==> config.mk <==
export PLATFORM = sky130hd
export DESIGN_NAME = arith_unit_scheduler
export DESIGN_NICKNAME = d
export VERILOG_FILES = /design/src/rtl/arith_sched_pkg.sv /design/src/rtl/arith_unit_scheduler_rr_pick.sv /design/src/rtl/arith_unit_scheduler.sv
export SDC_FILE = /design/constraint.sdc
export NUM_CORES = 1
export LEC_CHECK = 0
export BUFFER_PORTS_ARGS = -buffer_cell sky130_fd_sc_hd__clkbuf_2
export CAP_MARGIN = 20
export CORE_MARGIN = 1
export CORE_UTILIZATION = 47
export DETAILED_ROUTE_END_ITERATION = 12
export PLACE_DENSITY = 0.85
export SYNTH_ARGS = -nofsm -noshare
export SYNTH_HDL_FRONTEND = slang
export SYNTH_SLANG_ARGS = --single-unit
==> constraint.sdc <==
create_clock -name clk -period 4.05 [get_ports clk]
set_input_delay 0.2025 -clock clk [delete_from_list [all_inputs] [get_ports clk]]
set_output_delay 0.2025 -clock clk [all_outputs]
set_load 0.05 [all_outputs]
==> src/rtl/arith_sched_pkg.sv <==
// -----------------------------------------------------------------------------
// arith_sched_pkg
//   Shared definitions for the arithmetic-unit scheduler: FSM state encoding,
//   operation codes and a small one-hot helper used by the top level.
// -----------------------------------------------------------------------------
package arith_sched_pkg;

  // Scheduler FSM states; one operation is in flight from ISSUE through RESP.
  typedef enum logic [1:0] {
    S_IDLE  = 2'd0,
    S_ISSUE = 2'd1,
    S_WAIT  = 2'd2,
    S_RESP  = 2'd3
  } state_t;

  // Per-requester operation select carried on req_op.
  localparam logic OP_MUL = 1'b0;
  localparam logic OP_DIV = 1'b1;

  // Maximum number of requesters the scheduler is dimensioned for.
  localparam int MAX_REQ = 8;

  // One-hot decode of a requester index into an 8-bit vector; callers
  // truncate to their own requester count.
  function automatic logic [MAX_REQ-1:0] idx_to_onehot(input logic [2:0] idx);
    logic [MAX_REQ-1:0] v;
    v = 8'b0000_0000;
    v[idx] = 1'b1;
    return v;
  endfunction

endpackage

==> src/rtl/arith_unit_scheduler_rr_pick.sv <==
// -----------------------------------------------------------------------------
// rr_pick
//   Combinational rotate-priority encoder. Scans the request vector starting at
//   i_rr_ptr and wrapping at NUM_REQ; the first set bit wins.
// Ports
//   i_req    [NUM_REQ]  request vector
//   i_rr_ptr [PTR_W]    index with highest priority this round
//   o_owner  [PTR_W]    index of the winning requester (0 when none)
//   o_any    [1]        at least one request is set
// -----------------------------------------------------------------------------
module rr_pick #(
  parameter int NUM_REQ = 2,
  parameter int PTR_W   = (NUM_REQ > 1) ? $clog2(NUM_REQ) : 1
) (
  input  logic [NUM_REQ-1:0] i_req,
  input  logic [PTR_W-1:0]   i_rr_ptr,
  output logic [PTR_W-1:0]   o_owner,
  output logic               o_any
);

  logic             w_found;
  logic [PTR_W-1:0] w_idx;
  int               w_sum;

  // Walk the requesters in rotated order and keep the first one found.
  always_comb begin
    w_found = 1'b0;
    o_owner = '0;
    w_idx   = '0;
    w_sum   = 0;
    for (int k = 0; k < NUM_REQ; k++) begin
      // i_rr_ptr is always < NUM_REQ, so one subtraction performs the wrap.
      w_sum = int'(i_rr_ptr) + k;
      if (w_sum >= NUM_REQ) begin
        w_sum = w_sum - NUM_REQ;
      end else begin
        w_sum = w_sum;
      end
      w_idx = PTR_W'(w_sum);
      if (!w_found && i_req[w_idx]) begin
        w_found = 1'b1;
        o_owner = w_idx;
      end else begin
        w_found = w_found;
      end
    end
    o_any = w_found;
  end

endmodule

==> src/rtl/arith_unit_scheduler.sv <==
// -----------------------------------------------------------------------------
// arith_unit_scheduler
//   Shares one multiplier and one divider between NUM_REQ requesters. A
//   round-robin pick selects an owner, its operands and op are latched, a
//   one-cycle start pulse goes to the selected unit, the scheduler waits for
//   that unit's done and returns the result to the owner with a one-cycle
//   resp_valid pulse. One operation is in flight at a time.
//
// Optional feature: define ARITH_SCHED_TIMEOUT_EN to enable a WAIT watchdog.
//   After TIMEOUT_CYCLES cycles in WAIT without done the operation is closed
//   with resp_data = 0, resp_ovf = 1 and the sticky timeout flag is set.
//   Without the macro there is no counter and timeout is tied low.
//
// Ports
//   clk, rst                 clock (rising edge), synchronous active-high reset
//   req/req_op [NUM_REQ]     request level and op (0 mul, 1 div) per requester
//   req_a/req_b              packed operands, requester i at [i*WORD_SIZE +: WORD_SIZE]
//   gnt [NUM_REQ]            one-hot owner from ISSUE through RESP
//   resp_valid [NUM_REQ]     one-cycle result pulse to the owner
//   resp_data, resp_ovf      result and overflow, held until the next RESP
//   busy                     high whenever the FSM is not IDLE
//   timeout                  sticky watchdog flag
//   unit_a/unit_b            latched operands to both units
//   mul_start/div_start      one-cycle start pulses
//   mul_*/div_*              unit result, done and overflow inputs
// -----------------------------------------------------------------------------
module arith_unit_scheduler
  import arith_sched_pkg::*;
#(
  parameter int NUM_REQ        = 2,
  parameter int WORD_SIZE      = 16,
  parameter int TIMEOUT_CYCLES = 64
) (
  input  logic                           clk,
  input  logic                           rst,
  input  logic [NUM_REQ-1:0]             req,
  input  logic [NUM_REQ-1:0]             req_op,
  input  logic [NUM_REQ*WORD_SIZE-1:0]   req_a,
  input  logic [NUM_REQ*WORD_SIZE-1:0]   req_b,
  output logic [NUM_REQ-1:0]             gnt,
  output logic [NUM_REQ-1:0]             resp_valid,
  output logic [WORD_SIZE-1:0]           resp_data,
  output logic                           resp_ovf,
  output logic                           busy,
  output logic                           timeout,
  output logic [WORD_SIZE-1:0]           unit_a,
  output logic [WORD_SIZE-1:0]           unit_b,
  output logic                           mul_start,
  output logic                           div_start,
  input  logic [WORD_SIZE-1:0]           mul_result,
  input  logic                           mul_done,
  input  logic                           mul_ovf,
  input  logic [WORD_SIZE-1:0]           div_result,
  input  logic                           div_done,
  input  logic                           div_ovf
);

  localparam int PTR_W = (NUM_REQ > 1) ? $clog2(NUM_REQ) : 1;

  // Reject configurations the scheduler is not dimensioned for.
  if (NUM_REQ < 2 || NUM_REQ > MAX_REQ || TIMEOUT_CYCLES < 1) begin : g_bad_param
    $error("arith_unit_scheduler: NUM_REQ must be 2..8 and TIMEOUT_CYCLES >= 1");
  end

  // Registered state and outputs
  state_t                 r_state;
  logic [PTR_W-1:0]       r_rr_ptr;
  logic [PTR_W-1:0]       r_owner;
  logic                   r_op;
  logic [WORD_SIZE-1:0]   r_unit_a;
  logic [WORD_SIZE-1:0]   r_unit_b;
  logic [NUM_REQ-1:0]     r_gnt;
  logic [NUM_REQ-1:0]     r_resp_valid;
  logic [WORD_SIZE-1:0]   r_resp_data;
  logic                   r_resp_ovf;
  logic                   r_busy;
  logic                   r_mul_start;
  logic                   r_div_start;

  // Next-state values
  state_t                 w_state_nxt;
  logic [PTR_W-1:0]       w_rr_ptr_nxt;
  logic [PTR_W-1:0]       w_owner_nxt;
  logic                   w_op_nxt;
  logic [WORD_SIZE-1:0]   w_unit_a_nxt;
  logic [WORD_SIZE-1:0]   w_unit_b_nxt;
  logic [NUM_REQ-1:0]     w_gnt_nxt;
  logic [NUM_REQ-1:0]     w_resp_valid_nxt;
  logic [WORD_SIZE-1:0]   w_resp_data_nxt;
  logic                   w_resp_ovf_nxt;
  logic                   w_busy_nxt;
  logic                   w_mul_start_nxt;
  logic                   w_div_start_nxt;

  // Arbiter and selected-unit views
  logic [PTR_W-1:0]       w_pick_owner;
  logic                   w_pick_any;
  logic [NUM_REQ-1:0]     w_pick_onehot;
  logic [MAX_REQ-1:0]     w_pick_onehot_full;
  logic [PTR_W-1:0]       w_owner_inc;
  logic                   w_sel_done;
  logic [WORD_SIZE-1:0]   w_sel_result;
  logic                   w_sel_ovf;

`ifdef ARITH_SCHED_TIMEOUT_EN
  localparam int WD_W = $clog2(TIMEOUT_CYCLES + 1);
  logic [WD_W-1:0]        r_wd_cnt;
  logic [WD_W-1:0]        w_wd_cnt_nxt;
  logic                   r_timeout;
  logic                   w_timeout_nxt;
  logic                   w_wd_expire;
`endif

  rr_pick #(
    .NUM_REQ (NUM_REQ),
    .PTR_W   (PTR_W)
  ) u_rr_pick (
    .i_req    (req),
    .i_rr_ptr (r_rr_ptr),
    .o_owner  (w_pick_owner),
    .o_any    (w_pick_any)
  );

  // Decode winner to one-hot, compute owner+1 with wrap, and route the
  // selected unit's done/result/ovf according to the latched op.
  always_comb begin
    w_pick_onehot_full = idx_to_onehot(3'(w_pick_owner));
    w_pick_onehot      = w_pick_onehot_full[NUM_REQ-1:0];
    if (r_owner == PTR_W'(NUM_REQ - 1)) begin
      w_owner_inc = '0;
    end else begin
      w_owner_inc = r_owner + PTR_W'(1);
    end
    if (r_op == OP_DIV) begin
      w_sel_done   = div_done;
      w_sel_result = div_result;
      w_sel_ovf    = div_ovf;
    end else begin
      w_sel_done   = mul_done;
      w_sel_result = mul_result;
      w_sel_ovf    = mul_ovf;
    end
  end

`ifdef ARITH_SCHED_TIMEOUT_EN
  // Watchdog fires on the last allowed WAIT cycle when done is still absent.
  always_comb begin
    w_wd_expire = (r_wd_cnt == WD_W'(TIMEOUT_CYCLES - 1));
  end
`endif

  // FSM next-state and next-output computation.
  always_comb begin
    w_state_nxt      = r_state;
    w_rr_ptr_nxt     = r_rr_ptr;
    w_owner_nxt      = r_owner;
    w_op_nxt         = r_op;
    w_unit_a_nxt     = r_unit_a;
    w_unit_b_nxt     = r_unit_b;
    w_gnt_nxt        = r_gnt;
    w_resp_valid_nxt = '0;
    w_resp_data_nxt  = r_resp_data;
    w_resp_ovf_nxt   = r_resp_ovf;
    w_busy_nxt       = r_busy;
    w_mul_start_nxt  = 1'b0;
    w_div_start_nxt  = 1'b0;
`ifdef ARITH_SCHED_TIMEOUT_EN
    w_wd_cnt_nxt     = r_wd_cnt;
    w_timeout_nxt    = r_timeout;
`endif

    case (r_state)
      S_IDLE: begin
        if (w_pick_any) begin
          // Latch everything now so later changes on the request side are ignored.
          w_state_nxt     = S_ISSUE;
          w_owner_nxt     = w_pick_owner;
          w_op_nxt        = req_op[w_pick_owner];
          w_unit_a_nxt    = req_a[int'(w_pick_owner)*WORD_SIZE +: WORD_SIZE];
          w_unit_b_nxt    = req_b[int'(w_pick_owner)*WORD_SIZE +: WORD_SIZE];
          w_gnt_nxt       = w_pick_onehot;
          w_busy_nxt      = 1'b1;
          w_mul_start_nxt = (req_op[w_pick_owner] == OP_MUL);
          w_div_start_nxt = (req_op[w_pick_owner] == OP_DIV);
        end else begin
          w_state_nxt = S_IDLE;
        end
      end

      S_ISSUE: begin
        // The start pulse is visible during ISSUE; done is not sampled here.
        w_state_nxt = S_WAIT;
`ifdef ARITH_SCHED_TIMEOUT_EN
        w_wd_cnt_nxt = '0;
`endif
      end

      S_WAIT: begin
        if (w_sel_done) begin
          w_state_nxt      = S_RESP;
          w_resp_data_nxt  = w_sel_result;
          w_resp_ovf_nxt   = w_sel_ovf;
          w_resp_valid_nxt = r_gnt;
        end
`ifdef ARITH_SCHED_TIMEOUT_EN
        else if (w_wd_expire) begin
          w_state_nxt      = S_RESP;
          w_resp_data_nxt  = '0;
          w_resp_ovf_nxt   = 1'b1;
          w_resp_valid_nxt = r_gnt;
          w_timeout_nxt    = 1'b1;
        end else begin
          w_wd_cnt_nxt = r_wd_cnt + WD_W'(1);
        end
`else
        else begin
          w_state_nxt = S_WAIT;
        end
`endif
      end

      S_RESP: begin
        // Last owner drops to lowest priority for the next pick.
        w_state_nxt  = S_IDLE;
        w_rr_ptr_nxt = w_owner_inc;
        w_gnt_nxt    = '0;
        w_busy_nxt   = 1'b0;
      end

      default: begin
        w_state_nxt = S_IDLE;
        w_gnt_nxt   = '0;
        w_busy_nxt  = 1'b0;
      end
    endcase
  end

  // State and output registers with synchronous reset.
  always_ff @(posedge clk) begin
    if (rst) begin
      r_state      <= S_IDLE;
      r_rr_ptr     <= '0;
      r_owner      <= '0;
      r_op         <= OP_MUL;
      r_unit_a     <= '0;
      r_unit_b     <= '0;
      r_gnt        <= '0;
      r_resp_valid <= '0;
      r_resp_data  <= '0;
      r_resp_ovf   <= 1'b0;
      r_busy       <= 1'b0;
      r_mul_start  <= 1'b0;
      r_div_start  <= 1'b0;
    end else begin
      r_state      <= w_state_nxt;
      r_rr_ptr     <= w_rr_ptr_nxt;
      r_owner      <= w_owner_nxt;
      r_op         <= w_op_nxt;
      r_unit_a     <= w_unit_a_nxt;
      r_unit_b     <= w_unit_b_nxt;
      r_gnt        <= w_gnt_nxt;
      r_resp_valid <= w_resp_valid_nxt;
      r_resp_data  <= w_resp_data_nxt;
      r_resp_ovf   <= w_resp_ovf_nxt;
      r_busy       <= w_busy_nxt;
      r_mul_start  <= w_mul_start_nxt;
      r_div_start  <= w_div_start_nxt;
    end
  end

`ifdef ARITH_SCHED_TIMEOUT_EN
  // Watchdog counter and sticky timeout flag.
  always_ff @(posedge clk) begin
    if (rst) begin
      r_wd_cnt  <= '0;
      r_timeout <= 1'b0;
    end else begin
      r_wd_cnt  <= w_wd_cnt_nxt;
      r_timeout <= w_timeout_nxt;
    end
  end

  assign timeout = r_timeout;
`else
  assign timeout = 1'b0;
`endif

  assign gnt        = r_gnt;
  assign resp_valid = r_resp_valid;
  assign resp_data  = r_resp_data;
  assign resp_ovf   = r_resp_ovf;
  assign busy       = r_busy;
  assign unit_a     = r_unit_a;
  assign unit_b     = r_unit_b;
  assign mul_start  = r_mul_start;
  assign div_start  = r_div_start;

endmodule

Word level (Yosys, flattened, before mapping)
Index checks and enable logic that the tools add are counted.

Bits in registers: 61. Output and inout port bits: 57. Input bits: 106. Word-level logic and storage cells: 70.

$add $sub $neg: 4. Multiplexer cells: 25. Magnitude comparators: 7. Bitwise gates (word level): 5. Equal/unequal tests: 4. Shifts and indexed selects: 2. Reduce and logical (&&, ||, !) cells: 10.

Operators by type and width (number): $shiftx A32 B6 Y16 (2); $mux W1 (19); $mux W16 (1); $pmux W2 S4 (1); $lt A1 B2 Y1 const B (3); $reduce_and A2 Y1 (3); $reduce_or A3 Y1 (2); $not A1 Y1 (5); $eq A2 B2 Y1 const B (2); $lt A1 B4 Y1 const B (1); $pmux W2 S2 (1); $add A1 B1 Y2 const B (1); $eq A2 B1 Y1 const B (1); $ge A1 B2 Y1 const B (1); $ge A2 B2 Y1 const B (1); $logic_and A1 B1 Y1 (2); $logic_not A2 Y1 (1); $mux W2 (1); $ne A2 B1 Y1 const B (1); $pmux W1 S2 (1); $reduce_bool A2 Y1 (1); $sub A1 B1 Y1 const B (2); $add A1 B1 Y1 const B (1); $demux W1 S1 (1); other kinds (2) (2).

Logic depth before layout (Yosys ltp)
Gate-level depths: netlist of the first run.

Depth in word-level cells: 14. Gate-level depth with buffers: 7. Gate-level depth less buffers: 5.

Modules after synthesis
Synthesis of the first run repeated with hierarchy kept, for this count alone.

Cell total of the unflattened synthesis: 275. Area, all modules: 2730.1 µm².

Modules (own cells, without submodules): arith_unit_scheduler (sequential area each 1221.2 µm², times used 1, cells an instance 272, area each 2712.6 µm²); rr_pick (sequential area each 0.0 µm², times used 1, cells an instance 3, area each 17.5 µm²).

Worst setup path after synthesis of the first run
OpenSTA, ideal clock, no wires.

Path type: register -> register. Start point: reg r_op. End point: reg r_state[0]. Buffers on the path: 3. Arrival time: 1361 ps. Period minus slack after synthesis: 1475 ps. Stages on the path, launching flop included: 7. Slack: 2575 ps. Data required time: 3936 ps. Library setup time: 114 ps. Path through: dfxtp_1 -> buf_6 -> mux2_4 -> and2_4 -> buf_6 -> buf_6 -> a21o_1.

Cells in the longest elaborated chain, start to end: 3.

Ends and longest elaborated chain: from (decl) (RTL line arith_unit_scheduler.sv:69) `logic r_op;`; from (signal assigned) (RTL line arith_unit_scheduler.sv:258) `r_op <= w_op_nxt;`; $mux W1 (RTL line arith_unit_scheduler.sv:134) `if (r_op == OP_DIV) begin`; $mux W1 (RTL line arith_unit_scheduler.sv:199) `if (w_sel_done) begin`; $pmux W2 S4 (RTL line arith_unit_scheduler.sv:172) `case (r_state)`; to (signal assigned) (RTL line arith_unit_scheduler.sv:255) `r_state <= w_state_nxt;`; to (decl) (RTL line arith_unit_scheduler.sv:66) `state_t r_state;`.

No other way between the ends. A chain may end at the register's enable or synchronous reset.

Worst setup path after layout of the first run
Start point: reg r_op. End point: reg r_resp_data[0], in the netlist resp_data[0].

Cells in the longest elaborated chain, start to end: 2. Elaborated cells on any way between the ends: 3. Classes of those cells: 2 x mux; 1 x reduce/logical.

Ends and longest elaborated chain: $mux W1 (RTL line arith_unit_scheduler.sv:134); $reduce_and A2 Y1 (no source line); to (signal assigned) (RTL line arith_unit_scheduler.sv:263) `r_resp_data <= w_resp_data_nxt;`; to (decl) (RTL line arith_unit_scheduler.sv:74) `logic [WORD_SIZE-1:0] r_resp_data;`.

Parallel ways exist; a longest one is shown, timed or not.

==> impl_metrics.yaml, run 1 <==
yosys:
  synth_top_family_by_area: "compound AO/OA/AOI/OAI gates"
  yosysSeqAreaShare_pct: 43.5
  synth_ff_type: "dfxtp_1"
  synth_adder_area_share_pct: 1.34
  synth_area_per_cell_um2: 8.85
  synth_nets: 426
  synth-edff-count: 0
  synth_top_area_share_pct: 43.5
  synth_mux_area_share_pct: 6.96
  synth.largest_area_cell: "dfxtp_1"
  netlist_area_um2: 2810
  syn_inst: 317
  synthTopCellsByCount: "dfxtp_1 (61), nor2_1 (37), nand3_1 (35)"
  synth_compound_area_share_pct: 27.6
  post-synth-top-count-cell: "dfxtp_1"
  synth_cell_types: 30
  yosys-top-cells-area: "dfxtp_1 (44%), a311oi_1 (10%), mux2i_1 (6.4%)"
  synth-xor-area-share_pct: 0
  async_flop_share_pct: 0
  ys_ff_latch: 61
  yosys.area_share.simple_pct: 13.9
  yosysWarnings: 0
critical_path:
  crit_path_top_delay_cell: "dfxtp_1"
  critPathRequiredTime_ns: 4.27
  cp-end-kind: "flop"
  arrival_ns: 2.24
  start_kind: "flop"
  reg2reg_setup_slack_ns: 2.03
  critPathMaxStageDelay_ns: 0.97
  worstSetupPathType: "flop to flop"
  cp_cell_sequence: "mux2_4 > and2_4 > a211oi_1"
  critPathMaxFanout: 19
sta:
  setup_viol: 0
  clock-skew-final_ns: 0.00885
  drv_slew: 0
  hold_viol: 0
  finalSetupTns_ns: 0
  tightestPinTransition_ns: 0.988
  max-slew-margin-rel_pct: 34.0
  clock.fmax_mhz: 495
  whs_ns: 0.141
  rsz0062_at_grt: "false"
  min_period_ns: 2.02
  period_share_pct: 49.8
run:
  drv_cap: 0
placement:
  portBuffers: 161
  dp_hpwl_um: 5170
  gp_congestion: 0.775
global_route:
  track_usage_pct: 23.8
  grtUsageMet2_pct: 43.8
  antenna_found_initial: 0
  grt_max_degree: 68
  busiest_layer: "met2"
  grt_util_met1_pct: 24.8
  grt_pass1_wl_um: 11600
  use_met3_pct: 6.78
  gr-total-overflow: 0
  grt_pass1_vias: 2662
route:
  totalWireLength_um: 7420
  drc: 0
  wl_per_cell_um: 13.9
  vias_per_cell: 5.46
  drt-initial-drc-count: 65
  first_pass_iters: 4
  vias: 2909
  ant_nets: 0
clock_tree:
  cts_setup_buffers: 0
  clkLatencyLatePin_ns: 0.32
  cts_tree: "yes"
  h-tree-depth: 3
  clock_sinks: 61
  ctsResizeCount: 0
  numCtsBuffers: 9
  cts_root_buffer: "clkbuf_8"
  postCtsHoldBufs: 0
  cts_buffer_depth: 2
  clkTransAtPathRegs_ns: 0.06
final_layout:
  antennaDiodeCount: 0
  nets: 566
  drive_above_1_share_pct: 41.2
  area_growth_pct: 33.5
power:
  powerDensity_nw_per_um2: 526
  p_leak_nw: 1.67
  peakVddDrop_v: 0.000338
floorplanning:
  num_io_pins: 163
  fp.dieH_um: 79.3
  rows: 27
  start_util_pct: 49.7
  core_um2: 5640
  die-area_um2: 6280
  fp.dieW_um: 79.3
status:
  status: "completed"
hold_path:
  worstHoldPathType: "input port to flop"
==> area by class of cell <==
cell class	count	area [um2]
Tap cell	72	90.1
Multi-Input combinational cell	216	1400
Clock inverter	2	10.0
Sequential cell	61	1220
Clock buffer	13	149
Fill cell	471	1900
Inverter	4	15.0
Timing Repair Buffer	165	856
==> layer usage <==
layer	vias up	wire [um]	share of wire, %
met5	-	0	0
met4	0	69	0.93
met3	7	619	8.3
met2	128	3700	50
met1	1320	3030	41
li1	1454	-	-
==> power by group <==
group          leakage, nW  switching (mW)  total [mW]  internal (mW)
registers            0.503          0.0656       0.761          0.695
logic                 1.09           0.543       0.768          0.225
clock network       0.0833           0.205       0.439          0.234
==> logic make-up after synthesis <==
group / count (synthesis)
fa+ha+maj: 3
compound gates: 109
flops: 61
simple gates: 84
mux: 19
other cells: 1
buf+inv: 40
==> registers in the layout (all words and copies together) (netlist names) <==
| name | count |
|---|---|
| gnt | 2 |
| resp_ovf | 1 |
| mul_start | 1 |
| unit_a | 16 |
| unit_b | 16 |
| r_owner | 1 |
| r_op | 1 |
| div_start | 1 |
| r_rr_ptr | 1 |
| r_state | 2 |
| resp_valid | 2 |
| resp_data | 16 |
| busy | 1 |
==> metrics by stage <==
step           utilization [%]  cells  setup WS (ns)  power, mW  instance area (um2)
2_1_floorplan                -    317           2.57       1.35                 2810
3_3_place_gp              62.9    516           1.85       1.52                 3550
3_5_place_dp              62.9    516           1.74       1.53                 3550
4_1_cts                   65.7    531           1.92       1.98                 3710
5_1_grt                   66.4    533           1.87       2.08                 3740
6_report                  66.4    533           2.03       1.97                 3740
==> final timing paths <==
path                            startpoint           end  depth (start not counted)
worst max-delay path                  r_op  resp_data[0]                          3
worst min-delay path              req_a[6]     unit_a[6]                          3
worst max register to register        r_op  resp_data[0]                          3
worst min register to register     r_owner       r_owner                          2
==> critical path, delay by kind of cell (launching register included) <==
kind / cells / cell delay, ns
flops: 1 / 0.97
mux: 1 / 0.46
simple gates: 1 / 0.27
compound gates: 1 / 0.22
==> layout by cell type (no fill, tap or decap), drive strengths merged, types with 4 or more instances in the layout <==
cell type and n:
buf 4, nor2 37, clkbuf 174, a211oi 18
o21ai 34, nand3 35, a311oi 33, mux2i 18
a21oi 19, inv 4, dfxtp 61
(Power assumes the default switching activity.)
==> run 2, diff against run 1 <==
CORE_UTILIZATION = 44   (was 47)
PLACE_DENSITY = 0.8   (was 0.85)
clock period = 2.1 ns   (was 4.05 ns; I/O delays follow)
==> impl_metrics.yaml, run 2 (synthesized netlist as in run 1, its figures left out) <==
status:
  status: "completed"
sta:
  finalSetupTns_ns: 0
  max-slew-margin-rel_pct: 57.0
  min_period_ns: 1.55
  rsz0062_at_grt: "false"
  tightestPinTransition_ns: 0.639
  hold_viol: 0
  period_share_pct: 73.6
  clock-skew-final_ns: 0.00973
  whs_ns: 0.0376
  setup_viol: 0
  clock.fmax_mhz: 647
  drv_slew: 0
final_layout:
  multi_input_area_um2: 1400
  final_cell_mix: "clkbuf_2 (161), dfxtp_1 (61), nor2_1 (37)"
  final_common_cell: "clkbuf_2"
  drive_above_1_share_pct: 42.9
  postLayoutCoreUtil_pct: 63.6
  nets: 573
  seqCellArea_um2: 1220
  fill_cells: 549
  area_growth_pct: 36.6
  antennaDiodeCount: 0
route:
  ant_nets: 0
  totalWireLength_um: 7510
  first_pass_iters: 4
  vias_per_cell: 5.41
  vias: 2945
  wl_per_cell_um: 13.8
  drt-initial-drc-count: 91
  drc: 0
critical_path:
  arrival_ns: 1.77
  critPathRequiredTime_ns: 2.32
  worstSetupPathType: "flop to flop"
  start_kind: "flop"
  cp_cell_sequence: "inv_1 > ha_1 > o21a_2 > buf_4 > nor2_1 > a311oi_1"
  crit_path_top_delay_cell: "dfxtp_1"
  critPathMaxFanout: 35
  crit_family: "compound AO/OA/AOI/OAI gates"
  cp-end-kind: "flop"
  critPathMaxStageDelay_ns: 0.32
  worst-path-buf-inv: 2
global_route:
  grt_pass1_wl_um: 11500
  grt_max_degree: 36
  antenna_found_initial: 0
  track_usage_pct: 22.6
  gr-total-overflow: 0
  grt_pass1_vias: 2537
floorplanning:
  fp.dieH_um: 81.8
  start_util_pct: 46.6
  core_um2: 6030
  num_io_pins: 163
  rows: 28
  fp.dieW_um: 81.8
  die-area_um2: 6700
power:
  total_power_mw: 4.01
  p_leak_nw: 1.73
  powerDensity_nw_per_um2: 1050
  peakVddDrop_v: 0.000478
clock_tree:
  cts_setup_buffers: 0
  numCtsBuffers: 9
  clkTransAtPathRegs_ns: 0.07
  cts_tree: "yes"
  cts_root_buffer: "clkbuf_8"
  postCtsHoldBufs: 0
  clkLatencyLatePin_ns: 0.32
  ctsResizeCount: 0
  h-tree-depth: 3
  clock_sinks: 61
  cts_buffer_depth: 2
placement:
  gp_congestion: 0.769
  dp_hpwl_um: 5450
  portBuffers: 161
run:
  drv_cap: 0
hold_path:
  worstHoldPathType: "input port to flop"
==> run 2: cell types whose count changed in the layout (fill, tap and decap cells not counted) <==
cell       delta
buf_4         +9
buf_12        -1
bufinv_16     +1
clkbuf_8      +2
clkinv_2      +1
clkbuf_1      -3
buf_8         -1
==> run 2: where the power goes <==
part	internal, mW	total, mW	switching (mW)
logic	0.435	1.51	1.08
registers	1.34	1.44	0.0991
clock network	0.639	1.06	0.421
total	2.41	4.01	1.60
==> run 2: layout make-up <==
cell class,instances,area share [%]
well taps,75,2.45
inverters,4,0.392
clock inverters,4,1.18
flip-flops and latches,61,31.9
clock buffers,12,4.31
multi-input cells,216,36.6
repair buffers,172,23.2
==> run 2: path summary, 6_finish.rpt <==
| path | from | cells past startpoint | slack [ns] | end |
|---|---|---|---|---|
| worst max-delay path | r_state[0] | 6 | 0.55 | unit_a[1] |
| worst min-delay path | req_b[7] | 3 | 0.04 | unit_b[7] |
| worst max register to register | r_state[0] | 6 | 0.55 | unit_a[1] |
| worst min register to register | r_owner | 2 | 0.47 | r_owner |
==> run 2: stage by stage <==
| step | instances | instance area [um2] | setup slack, ns |
|---|---|---|---|
| finish | 544 | 3830 | 0.553 |
| CTS | 544 | 3830 | 0.542 |
| floorplan | 317 | 2810 | 0.625 |
| global route | 544 | 3830 | 0.425 |
| global placement | 528 | 3620 | 0.650 |
| detailed placement | 528 | 3620 | 0.542 |
==> run 2: routing by layer <==
metal | global-route usage, % | part of all wire [%]
met5 | 0 | 0
met4 | 9.30 | 1.1
met3 | 5.89 | 9.8
met2 | 38.6 | 48
met1 | 26.6 | 41
==> run 2: worst min-delay path: stages <==
cell      delay [ns]
clkbuf_2        0.08
o21ai_0         0.06
a311oi_1        0.08
==> run 3, diff against run 2 <==
CORE_UTILIZATION = 39   (was 44)
PLACE_DENSITY = 0.75   (was 0.8)
clock period = 1.3 ns   (was 2.1 ns; I/O delays follow)
==> impl_metrics.yaml, run 3 (synthesized netlist as in run 1, its figures left out) <==
sta:
  fin_ws_ns: -0.0551
  clock-skew-final_ns: 0.00334
  min_period_ns: 1.36
  setup_viol: 14
  rsz0062_at_grt: "true"
  clock.fmax_mhz: 738
  period_share_pct: 104
  drv_slew: 0
  hold_viol: 0
  finalSetupTns_ns: -0.464
run:
  drv_cap: 0
global_route:
  grtUsageMet2_pct: 39.3
  grt_max_degree: 33
  use_met3_pct: 5.24
  grt_pass1_vias: 2946
  grt_pass1_wl_um: 13500
  antenna_found_initial: 0
  track_usage_pct: 23.0
  gr-total-overflow: 0
  busiest_layer: "met2"
  grt_util_met1_pct: 26.4
hold_path:
  whs_path_depth: 3
  worstHoldPathType: "input port to flop"
  hp-start: "req_a[27]"
critical_path:
  crit_path_top_delay_cell: "dfxtp_1"
  r2r-end: "unit_b[15]"
  crit_path_end: "unit_b[15]"
  start_kind: "flop"
  cp_cell_sequence: "inv_1 > ha_4 > o21a_4 > buf_4 > clkbuf_16 > a311oi_2"
  reg2reg_setup_slack_ns: -0.06
  critPathMaxFanout: 10
  arrival_ns: 1.59
  cp-end-kind: "flop"
  r2r_cells: 6
  critPathRequiredTime_ns: 1.53
  reg2reg_from: "r_state[1]"
  critPathMaxStageDelay_ns: 0.32
  startpoint: "r_state[1]"
  worstSetupPathType: "flop to flop"
clock_tree:
  h-tree-depth: 3
  cts_root_buffer: "clkbuf_8"
  cts_tree: "yes"
  cts_buffer_depth: 2
  clkTransAtPathRegs_ns: 0.06
  clkLatencyLatePin_ns: 0.32
  numCtsBuffers: 9
  clock_sinks: 61
route:
  drc: 0
  vias_per_cell: 5.28
  totalWireLength_um: 8980
  vias: 3165
  wl_per_cell_um: 15.0
  ant_nets: 0
  drt-initial-drc-count: 81
  first_pass_iters: 4
floorplanning:
  num_io_pins: 163
  core_um2: 6870
  fp.dieW_um: 86.8
  rows: 30
  die-area_um2: 7540
  start_util_pct: 40.8
  fp.dieH_um: 86.8
final_layout:
  antennaDiodeCount: 0
  drive_above_1_share_pct: 48.0
  nets: 608
  final_cell_mix: "clkbuf_2 (161), dfxtp_1 (59), nor2_1 (36)"
  final_common_cell: "clkbuf_2"
  postLayoutCoreUtil_pct: 64.2
  area_growth_pct: 57.2
power:
  p_leak_nw: 1.93
  peakVddDrop_v: 0.000790
  powerDensity_nw_per_um2: 1530
status:
  status: "finished, violations left"
  violations: "setup timing"
placement:
  dp_hpwl_um: 5930
  portBuffers: 161
  gp_congestion: 0.743
## run 3: cell types whose count changed in the layout (fill, tap and decap cells not counted), moves of 3 or more
cell,previous run,this run
a311oi_2,0,16
buf_12,0,5
buf_6,0,3
clkbuf_1,0,4
a21oi_1,19,11
a311oi_1,33,17
a21oi_2,0,8
buf_4,11,14
dlygate4sd3_1,0,21
## run 3: routing by layer
metal | part of all wire [%] | vias up | routed length (um)
met5 | 0 | - | 0
met4 | 3.0 | 0 | 267
met3 | 6.4 | 26 | 571
met2 | 49 | 143 | 4410
met1 | 42 | 1454 | 3730
li1 | - | 1542 | -
## run 3: cell type report
cell class	instances	area, um2
Sequential cell	61	1220
Clock buffer	15	166
Clock inverter	1	5.00
Tap cell	96	120
Timing Repair Buffer	206	1310
Fill cell	612	2460
Inverter	4	15.0
Multi-Input combinational cell	217	1570
## run 3: critical path, delay by kind of cell, from the launching register on
kind	cells	cell delay, ns
buffers and inverters	3	0.38
AO/OA/AOI/OAI	2	0.37
flip-flops	1	0.32
adder cells (fa/ha/maj)	1	0.18
## run 3: per-stage QoR
stage	instance area, um2	power, mW	instances	worst slack (ns)	hold WS, ns
CTS	4250	6.60	597	-0.0403	0.000298
detailed placement	3790	4.96	559	-0.136	0.343
floorplan	2820	4.24	317	-0.165	0.245
global route	4410	7.11	600	-0.140	0.00514
global placement	3790	4.91	559	-0.0489	0.334
finish	4410	6.76	600	-0.0551	0.0158
## run 3: timing repair
action,in CTS,in global routing
endpoints found under the hold margin,18,0
buffers inserted,0,1
endpoints found under the setup margin,36,47
cloned,1,2
pin swaps,21,1
hold buffers,21,0
gates resized for setup,11,25
## run 3: power by group
part / internal, mW / leakage, nW / switching (mW)
logic: 1.03 / 1.34 / 1.94
clock network: 0.797 / 0.0877 / 0.657
registers: 2.17 / 0.503 / 0.171
## run 3: worst min-delay path by stage
stage,endpoint,slack [ns]
after floorplan,unit_a[10],0.24
after global placement,unit_b[14],0.33
after detailed placement,unit_a[10],0.34
after CTS,unit_b[2],0.0003
after global routing,unit_a[11],0.005
final,unit_a[11],0.02
